[config.mk]
export PLATFORM = sky130hd
export DESIGN_NAME = alu_seq
export DESIGN_NICKNAME = d
export VERILOG_FILES = /design/src/rtl/alu_seq.sv
export SDC_FILE = /design/constraint.sdc
export NUM_CORES = 1
export LEC_CHECK = 0
export ABC_AREA = 1
export CAP_MARGIN = 10
export CORE_ASPECT_RATIO = 0.6
export CORE_UTILIZATION = 65
export CTS_CLUSTER_DIAMETER = 150
export DETAILED_ROUTE_END_ITERATION = 8
export PLACE_DENSITY_LB_ADDON = 0.3
export SETUP_SLACK_MARGIN = 0.3
export SLEW_MARGIN = 40
export SYNTH_ARGS = -nofsm -noshare
export SYNTH_HDL_FRONTEND = slang
export SYNTH_SLANG_ARGS = --single-unit
[constraint.sdc]
create_clock -name Clk -period 6.8 [get_ports Clk]
set_clock_uncertainty 0.1 [all_clocks]
set_input_delay 1.36 -clock Clk [delete_from_list [all_inputs] [get_ports Clk]]
set_output_delay 1.36 -clock Clk [all_outputs]
set_load 0.02 [all_outputs]
[src/rtl/alu_seq.sv]
// alu_seq: WIDTH-bit execute-stage ALU with registered outputs and a
// Start/Busy/We handshake. Logic, ADD, SUB, SLT and SLTU retire in one cycle.
// DIVU and MODU run on an iterative restoring divider.
// Optional build macro ALU_SEQ_FAST_DIV_EN makes the divider retire two
// quotient bits per cycle. It chains two restoring steps; an odd WIDTH takes
// a single step in its last cycle.
module alu_seq #(
  parameter int WIDTH = 32
) (
  input  logic             Clk,
  input  logic             Reset,
  input  logic             Start,
  input  logic [WIDTH-1:0] A,
  input  logic [WIDTH-1:0] B,
  input  logic [3:0]       ALUOp,
  output logic [WIDTH-1:0] Result,
  output logic             C,
  output logic             Overflow,
  output logic             Zero,
  output logic             DivZero,
  output logic             Busy,
  output logic             We
);

  localparam int CW = $clog2(WIDTH + 1);

  localparam logic [3:0] OP_AND  = 4'b0000;
  localparam logic [3:0] OP_OR   = 4'b0001;
  localparam logic [3:0] OP_XOR  = 4'b0010;
  localparam logic [3:0] OP_NOR  = 4'b0011;
  localparam logic [3:0] OP_SLT  = 4'b0100;
  localparam logic [3:0] OP_ADD  = 4'b0101;
  localparam logic [3:0] OP_SUB  = 4'b0110;
  localparam logic [3:0] OP_MODU = 4'b0111;
  localparam logic [3:0] OP_DIVU = 4'b1000;
  localparam logic [3:0] OP_SLTU = 4'b1001;

  typedef enum logic {IDLE, DIV} state_t;

  typedef struct packed {
    logic [WIDTH-1:0] r;
    logic [WIDTH-1:0] q;
  } div_st_t;

  // One restoring step. {R,Q} is shifted left by one bit. A trial subtract
  // of D from the shifted remainder sets the next quotient bit.
  function automatic div_st_t div_step(input div_st_t s, input logic [WIDTH-1:0] d);
    logic [WIDTH:0]   r_sh;
    logic [WIDTH+1:0] diff;
    div_st_t          o;
    r_sh = {s.r, s.q[WIDTH-1]};
    diff = {1'b0, r_sh} - {2'b00, d};
    o.q  = {s.q[WIDTH-2:0], ~diff[WIDTH+1]};
    o.r  = diff[WIDTH+1] ? r_sh[WIDTH-1:0] : diff[WIDTH-1:0];
    return o;
  endfunction

  state_t           state, state_nxt;
  logic [CW-1:0]    cnt, cnt_nxt, cnt_step;
  logic [WIDTH-1:0] q, q_nxt, r, r_nxt, d, d_nxt;
  logic             is_mod, mod_nxt;
  logic [WIDTH-1:0] res_nxt;
  logic             c_nxt, ov_nxt, zero_nxt, dz_nxt, we_nxt;

  div_st_t          cur, step_o;

  // Single-cycle datapath signals.
  logic [WIDTH-1:0] bin;
  logic             cin;
  logic [WIDTH:0]   sum;
  logic             ovf;
  logic [WIDTH-1:0] alu_res;
  logic             alu_c, alu_ov, legal;

  assign cur = {r, q};

`ifdef ALU_SEQ_FAST_DIV_EN
  div_st_t step_a, step_b;
  logic    two;
  assign step_a   = div_step(cur, d);
  assign step_b   = div_step(step_a, d);
  assign two      = (cnt >= CW'(2));
  assign step_o   = two ? step_b : step_a;
  assign cnt_step = two ? CW'(2) : CW'(1);
`else
  assign step_o   = div_step(cur, d);
  assign cnt_step = CW'(1);
`endif

  // Shared adder and single-cycle result mux. SUB, SLT and SLTU all use A + ~B + 1.
  always_comb begin
    cin     = (ALUOp == OP_SUB) || (ALUOp == OP_SLT) || (ALUOp == OP_SLTU);
    bin     = cin ? ~B : B;
    sum     = {1'b0, A} + {1'b0, bin} + {{WIDTH{1'b0}}, cin};
    ovf     = (A[WIDTH-1] == bin[WIDTH-1]) && (sum[WIDTH-1] != A[WIDTH-1]);
    alu_res = '0;
    alu_c   = 1'b0;
    alu_ov  = 1'b0;
    legal   = 1'b1;
    case (ALUOp)
      OP_AND:  alu_res = A & B;
      OP_OR:   alu_res = A | B;
      OP_XOR:  alu_res = A ^ B;
      OP_NOR:  alu_res = ~(A | B);
      // Sign XOR overflow keeps SLT correct when A-B overflows.
      OP_SLT:  alu_res = {{(WIDTH-1){1'b0}}, sum[WIDTH-1] ^ ovf};
      OP_SLTU: alu_res = {{(WIDTH-1){1'b0}}, ~sum[WIDTH]};
      OP_ADD, OP_SUB: begin
        alu_res = sum[WIDTH-1:0];
        alu_c   = sum[WIDTH];
        alu_ov  = ovf;
      end
      default: legal = 1'b0;
    endcase
  end

  // Next state, divider registers and registered outputs. Outputs hold between We pulses.
  always_comb begin
    state_nxt = state;
    cnt_nxt   = cnt;
    q_nxt     = q;
    r_nxt     = r;
    d_nxt     = d;
    mod_nxt   = is_mod;
    res_nxt   = Result;
    c_nxt     = C;
    ov_nxt    = Overflow;
    zero_nxt  = Zero;
    dz_nxt    = DivZero;
    we_nxt    = 1'b0;
    case (state)
      IDLE: begin
        if (Start) begin
          if ((ALUOp == OP_DIVU) || (ALUOp == OP_MODU)) begin
            if (B == '0) begin
              we_nxt   = 1'b1;
              res_nxt  = (ALUOp == OP_DIVU) ? '1 : A;
              c_nxt    = 1'b0;
              ov_nxt   = 1'b0;
              dz_nxt   = 1'b1;
              zero_nxt = (res_nxt == '0);
            end else begin
              state_nxt = DIV;
              q_nxt     = A;
              d_nxt     = B;
              r_nxt     = '0;
              cnt_nxt   = CW'(WIDTH);
              mod_nxt   = (ALUOp == OP_MODU);
            end
          end else begin
            we_nxt   = 1'b1;
            res_nxt  = alu_res;
            c_nxt    = alu_c;
            ov_nxt   = alu_ov;
            dz_nxt   = 1'b0;
            // An illegal opcode reports every flag as 0, including Zero.
            zero_nxt = legal && (alu_res == '0);
          end
        end
      end
      DIV: begin
        q_nxt   = step_o.q;
        r_nxt   = step_o.r;
        cnt_nxt = cnt - cnt_step;
        if (cnt == cnt_step) begin
          state_nxt = IDLE;
          we_nxt    = 1'b1;
          res_nxt   = is_mod ? step_o.r : step_o.q;
          c_nxt     = 1'b0;
          ov_nxt    = 1'b0;
          dz_nxt    = 1'b0;
          zero_nxt  = (res_nxt == '0);
        end
      end
      default: state_nxt = IDLE;
    endcase
  end

  // State register. Reset wins over Start and aborts any divide.
  always_ff @(posedge Clk) begin
    if (Reset) state <= IDLE;
    else       state <= state_nxt;
  end

  // Divider registers and output registers.
  always_ff @(posedge Clk) begin
    if (Reset) begin
      cnt      <= '0;
      q        <= '0;
      r        <= '0;
      d        <= '0;
      is_mod   <= 1'b0;
      Result   <= '0;
      C        <= 1'b0;
      Overflow <= 1'b0;
      Zero     <= 1'b0;
      DivZero  <= 1'b0;
      Busy     <= 1'b0;
      We       <= 1'b0;
    end else begin
      cnt      <= cnt_nxt;
      q        <= q_nxt;
      r        <= r_nxt;
      d        <= d_nxt;
      is_mod   <= mod_nxt;
      Result   <= res_nxt;
      C        <= c_nxt;
      Overflow <= ov_nxt;
      Zero     <= zero_nxt;
      DivZero  <= dz_nxt;
      Busy     <= (state_nxt == DIV);
      We       <= we_nxt;
    end
  end

endmodule

Yosys cells after proc, flatten, opt, wreduce, memory -nomap -nowiden:

Index checks and enable logic that the tools add are counted.

* add/sub/neg operators: 4
* bitwise logic cells: 10
* reductions and logical operators: 15
* eq/ne operators: 17
* multiplexer cells: 52

Operators by type and width (number)
* 32-bit two-way mux: 14
* 32-bit case mux with 7 select lines: 1
* 32-bit case mux with 2 select lines: 3
* 32-bit logical NOT: 4
* 32-bit inverter: 2
* 33-bit by 32-bit subtractor with 34-bit output: 1
* 32-bit by 32-bit adder with 33-bit output: 1
* 33-bit by 1-bit adder with 33-bit output: 1
* 32-bit AND: 1
* 32-bit bitwise OR: 1
* 32-bit XOR: 1
* 1-bit two-way mux: 24
* 6-bit two-way mux: 3
* 4-bit by 3-bit == test with 1-bit output (second input constant): 4
* 1-bit case mux with 2 select lines: 6
* 6-bit case mux with 2 select lines: 1
* 4-bit by 2-bit == test with 1-bit output (second input constant): 2
* 4-bit == test (second input constant): 2
* 8-bit OR reduction: 1
* 6-bit by 1-bit == test with 1-bit output (second input constant): 1
* 2-bit != test (second input constant): 3
* 3-bit AND reduction: 2
* 6-bit by 1-bit subtractor with 6-bit output (second input constant): 1
* 4-bit by 1-bit == test with 1-bit output (second input constant): 1
* other kinds (11): 17

* register bits after elaboration: 141
* output and inout port bits: 38
* input port bits: 71

Longest topological paths before layout:

* depth in word-level cells: 15
* mapped depth: 29
* gate-level depth less buffers: 29

Worst setup path after synthesis:

No wires, ideal clock.

* path kind: input -> register
* from: input ALUOp[3]
* to: register Zero
* data arrival time: 4.207 ns
* stages: 28
* buffers on the path: 1
* setup time: 0.056 ns
* setup slack: 2.437 ns
* cells stage by stage: inv_1 > nor2_1 > nand2_2 > nand2_1 > buf_1 > xor2_1 > ha_1 > nand2_1 > nor2_1 > inv_1 > nor2_1 > nand3_1 > or2_1 > nand3_1 > nand2_1 > nand3_1 > nand2_1 > inv_1 > nand2_1 > nor2_1 > nand3_1 > nor2_1 > nand3_1 > nand2_1 > nand2_1 > nand3_1 > nand2_1 > inv_1

* cells in the longest elaborated chain, start to end: 15
* elaborated cells between the ends (all ways): 35

Ends and longest elaborated chain
* from (decl): line 15 `input logic [3:0] ALUOp,`
* 4-bit by 3-bit == test with 1-bit output: line 92, 100
* 1-bit logical OR (2 in a row): line 92 `cin = (ALUOp == OP_SUB) || (ALUOp == OP_SLT) || (ALUOp == OP_SLTU);`
* 32-bit two-way mux: line 93 `bin = cin ? ~B : B;`
* 32-bit by 32-bit adder with 33-bit output: line 94 `sum = {1'b0, A} + {1'b0, bin} + {{WIDTH{1'b0}}, cin};`
* 33-bit by 1-bit adder with 33-bit output: line 94
* 1-bit != test: line 95 `ovf = (A[WIDTH-1] == bin[WIDTH-1]) && (sum[WIDTH-1] != A[WIDTH-1]);`
* 1-bit logical AND: line 95
* 1-bit XOR: line 106 `OP_SLT: alu_res = {{(WIDTH-1){1'b0}}, sum[WIDTH-1] ^ ovf};`
* 32-bit case mux with 7 select lines: line 100 `case (ALUOp)`
* 32-bit logical NOT: line 157 `zero_nxt = legal && (alu_res == '0);`
* 1-bit logical AND: line 157
* 1-bit two-way mux: line 134 `if ((ALUOp == OP_DIVU) || (ALUOp == OP_MODU)) begin`
* 1-bit two-way mux: line 133 `if (Start) begin`
* 1-bit case mux with 2 select lines: line 131 `case (state)`
* to (signal assigned): line 209 `Zero <= zero_nxt;`
* to (decl): line 19 `output logic Zero,`

Parallel ways exist; a longest one is shown, timed or not. The select of a mux whose other input is x is not followed.
A chain may end at the register's enable or synchronous reset.

Worst setup path after layout:

* from: input ALUOp[0]
* to: register Zero

The elaborated chain is that of the path after synthesis.

==> summary.txt <==
Clocking
  – Clock tree from TritonCTS: built
  – Max Buffers Root-to-Sink: 2
  – Clock sink total: 141
  – Skew-Pair Late Insertion Delay: 450 ps
  – TritonCTS buffer count: 17
  – Number of buffers inserted by hold repair at cts: 0
  – Root Buffer: sky130_fd_sc_hd__clkbuf_16
  – Htree depth: 4
  – Number of post-CTS setup repair buffers: 0
  – CTS resizes: 0
  – CTS clock-pin slew for the worst setup and hold paths: 70 ps

Synth
  – #FFs+latches synth: 141
  – Post-synth ARST share: 0%
  – Synth cell types: 48
  – Post-synthesis xor/xnor area fraction: roughly 3.2%
  – Mapped Nets: 2338
  – Area fraction in compound gates after synthesis: 21.8%
  – Primary FF master, synth: sky130_fd_sc_hd__dfxtp_1
  – Synth warn: 0
  – Area fraction in and, or, nand and nor cells after synthesis: between 30% and 40%
  – Cell area after technology mapping: roughly 13000 um^2
  – Count of flip-flops with a built-in enable after synthesis: 0
  – Mean instance size in the synthesized netlist: between 6 and 7 um^2
  – Post-synthesis mux area share: 0%
  – Main combinational cell family by area after synthesis: simple AND/OR/NAND/NOR gates
  – Share of synthesized area occupied by flip-flops and latches: 21.2%
  – Synth Instances: 2134
  – Adder-cell area share of the yosys netlist: between 10% and 20%

Timing
  – Max Clk Rate: 170 MHz
  – Final number of hold-violating endpoints: 0
  – RSZ-0062 raised after global routing: no
  – Transition time of the tightest slew-check pin: ~890 ps
  – Final clock period utilization by the worst path: a little under nine tenths
  – Final setup violation count: 0
  – Final period demand of the worst path: 5870 ps
  – Final Max Tran Viols: 0
  – Total negative slack for setup checks: 0 ps
  – Headroom to the max-slew limit: 40.9%
  – Hold slack: 364 ps

Pwr
  – Total Power: 3.75 mW
  – Cell Pwr Density: 248 nW/um^2
  – Maximum resistive drop on vdd: 241 uV
  – Clock power frac: 26.5%
  – Cell Int Power: 2.00 mW
  – Switching Power: 1.75 mW
  – Switching share of total power: 46.6%
  – Power share of the combinational group: roughly half
  – Sequential share of power: 24.7%
  – Pleak: 7.23 nW

Placed design
  – Global placer's final weighted congestion: 1.05
  – DP HPWL: 38600 um
  – Cell area after placement: 14500 um^2
  – Count of input and output buffers: 108

Cells and area
  – Layout cells sized above 1: 5.34%
  – Ant. Diodes: 0
  – Post-layout net count: 2400
  – Final standard cell utilization of the core: 75.6%
  – Post-synthesis to final-layout area growth: 13.7%
  – Filler cell count: 1591
  – Post-route design area: 15100 um^2

Global route
  – Maximum number of pins on one net before global-route repair: 88
  – Total track usage: a little under half
  – Vias in the first global route: 14500
  – Antenna violations before repair: 1
  – Remaining global-route overflow: 0
  – Wire length of the first global-routing pass: 79000 um

Floorplan
  – Chip Width: 187 um
  – Die area: ~21000 um^2
  – Number of placement rows: 40
  – IO Pins: between 100 and 150
  – Initial standard-cell utilization of the core: 66.5%
  – Vertical die dimension: 113 um
  – Floorplan Core Area: 20000 um^2

Status
  – Outcome: complete, no violations

Setup path
  – Kind of critical path: input port to flip-flop
  – CP max-delay cell: sky130_fd_sc_hd__clkdlybuf4s50_1
  – Required @ worst endpoint: 7090 ps
  – Worst stage delay on the critical path: 550 ps
  – Critical path data arrival time: 6160 ps
  – Worst setup SP type: input port
  – Element type at the critical path end: flip-flop
  – Maximum net fanout on the critical path: 11
  – Crit path top cell by count: sky130_fd_sc_hd__nand2_1

Drt
  – Via count: ~16000
  – Number of nets with antenna violations after routing: 0
  – Violation count after the first detailed-route iteration: a little under 3000
  – Drt first pass iters: 9
  – Total wire length: 51900 um
  – Vias per Instance: between 6 and 7
  – Routed len/inst: 20.9 um
  – Number of remaining DRC errors: 0

Job
  – Max-cap violations: 0

Hold path
  – Path type of the worst min-delay path: flip-flop to flip-flop
## sequential cells by signal, indices dropped and copies added (netlist names)
name	count
is_mod	1
q	32
Result	32
d	32
r	32
Overflow	1
cnt	6
C	1
Zero	1
Busy	1
We	1
DivZero	1
## power groups by stage
| stage | Combinational [mW] | Sequential, mW | Clock [mW] |
|---|---|---|---|
| final | 1.83 | 0.925 | 0.994 |
| after global routing | 1.95 | 0.927 | 1.01 |
| after CTS | 1.73 | 0.921 | 0.979 |
| after detailed placement | 1.70 | 0.937 | 0 |
| after global placement | 1.66 | 0.934 | 0 |
| after floorplan | 1.19 | 0.950 | 0 |
## synth_stat cells, drive strengths merged, types with 5 or more instances
cell type | number | area share, %
o2111ai | 5 | 0.33
nand3 | 149 | 5.8
o211ai | 10 | 0.56
nand4 | 38 | 1.8
buf | 27 | 1.0
a21oi | 201 | 7.6
a221oi | 24 | 1.6
a21o | 13 | 0.73
ha | 131 | 12
o21ai | 187 | 7.0
a31oi | 15 | 0.70
xor2 | 45 | 3.0
nand3b | 11 | 0.62
o21a | 5 | 0.28
dfxtp | 141 | 21
nor4 | 12 | 0.56
nor2 | 170 | 5.0
nand2 | 521 | 15
nor3 | 22 | 0.86
or2 | 31 | 1.5
o221ai | 23 | 1.5
clkbuf | 56 | 1.6
a211oi | 13 | 0.73
inv | 256 | 7.2
## cells in the final DEF, fill, tap and decap left out, types with 9 or more instances in the layout
cell	count
sky130_fd_sc_hd__a211oi_1	13
sky130_fd_sc_hd__a21o_1	13
sky130_fd_sc_hd__a21oi_1	200
sky130_fd_sc_hd__a221oi_1	24
sky130_fd_sc_hd__a31oi_1	15
sky130_fd_sc_hd__buf_4	18
sky130_fd_sc_hd__clkbuf_16	17
sky130_fd_sc_hd__clkdlybuf4s50_1	107
sky130_fd_sc_hd__dfxtp_1	140
sky130_fd_sc_hd__ha_1	131
sky130_fd_sc_hd__inv_1	246
sky130_fd_sc_hd__inv_2	9
sky130_fd_sc_hd__nand2_1	510
sky130_fd_sc_hd__nand2_2	11
sky130_fd_sc_hd__nand3_1	145
sky130_fd_sc_hd__nand3b_1	11
sky130_fd_sc_hd__nand4_1	38
sky130_fd_sc_hd__nor2_1	160
sky130_fd_sc_hd__nor3_1	21
sky130_fd_sc_hd__nor4_1	12
sky130_fd_sc_hd__o211ai_1	10
sky130_fd_sc_hd__o21ai_0	167
sky130_fd_sc_hd__o21ai_1	20
sky130_fd_sc_hd__o221ai_1	23
sky130_fd_sc_hd__or2_2	29
sky130_fd_sc_hd__xor2_1	45
## cell type report
type / instances / area [um^2] / share of cell area [%]
timing repair buffer: 126 / 1210 / 8.00
tap: 273 / 342 / 2.26
multi-input combinational: 1651 / 9180 / 60.6
clock buffer: 19 / 453 / 2.99
inverter: 259 / 973 / 6.43
sequential: 141 / 2820 / 18.7
clock inverter: 13 / 154 / 1.02
## cells by family (layout without fill, tap and decap cells)
group                    after synthesis  after routing
XOR/XNOR                              49             49
AO/OA/AOI/OAI                        510            510
flip-flops                           141            141
buffers and inverters                342            417
AND/OR/NAND/NOR                      959            959
adder cells (fa/ha/maj)              133            133
## path summary, 6_finish.rpt
check	startpoint	to	slack, ps	cells after the start
max reg2reg	d[27]	Zero	2120	20
max	ALUOp[0]	Zero	930	28
min	r[31]	r[31]	360	2
min reg2reg	r[31]	r[31]	360	2
## worst max-delay path: cells and delay by family
| kind | cells | cell delay [ps] |
|---|---|---|
| compound gates | 1 | 130 |
| fa+ha+maj | 1 | 370 |
| buf+inv | 5 | 1090 |
| simple gates | 20 | 3120 |
| xor+xnor | 1 | 70 |
## layer usage
metal  GRT usage, %  routed length [um]
met1           65.2               20600
met2           70.1               20700
met3           15.1                8450
met4           16.1                2140
met5              0                   0
## per-stage QoR
| step | setup WS, ps | cells |
|---|---|---|
| after floorplan | 2440 | 2134 |
| after detailed placement | 824 | 2450 |
| after global placement | 836 | 2450 |
| final | 930 | 2482 |
| after CTS | 1250 | 2482 |
| after global routing | 683 | 2482 |
Note: power is estimated with default switching activity, not from simulation.
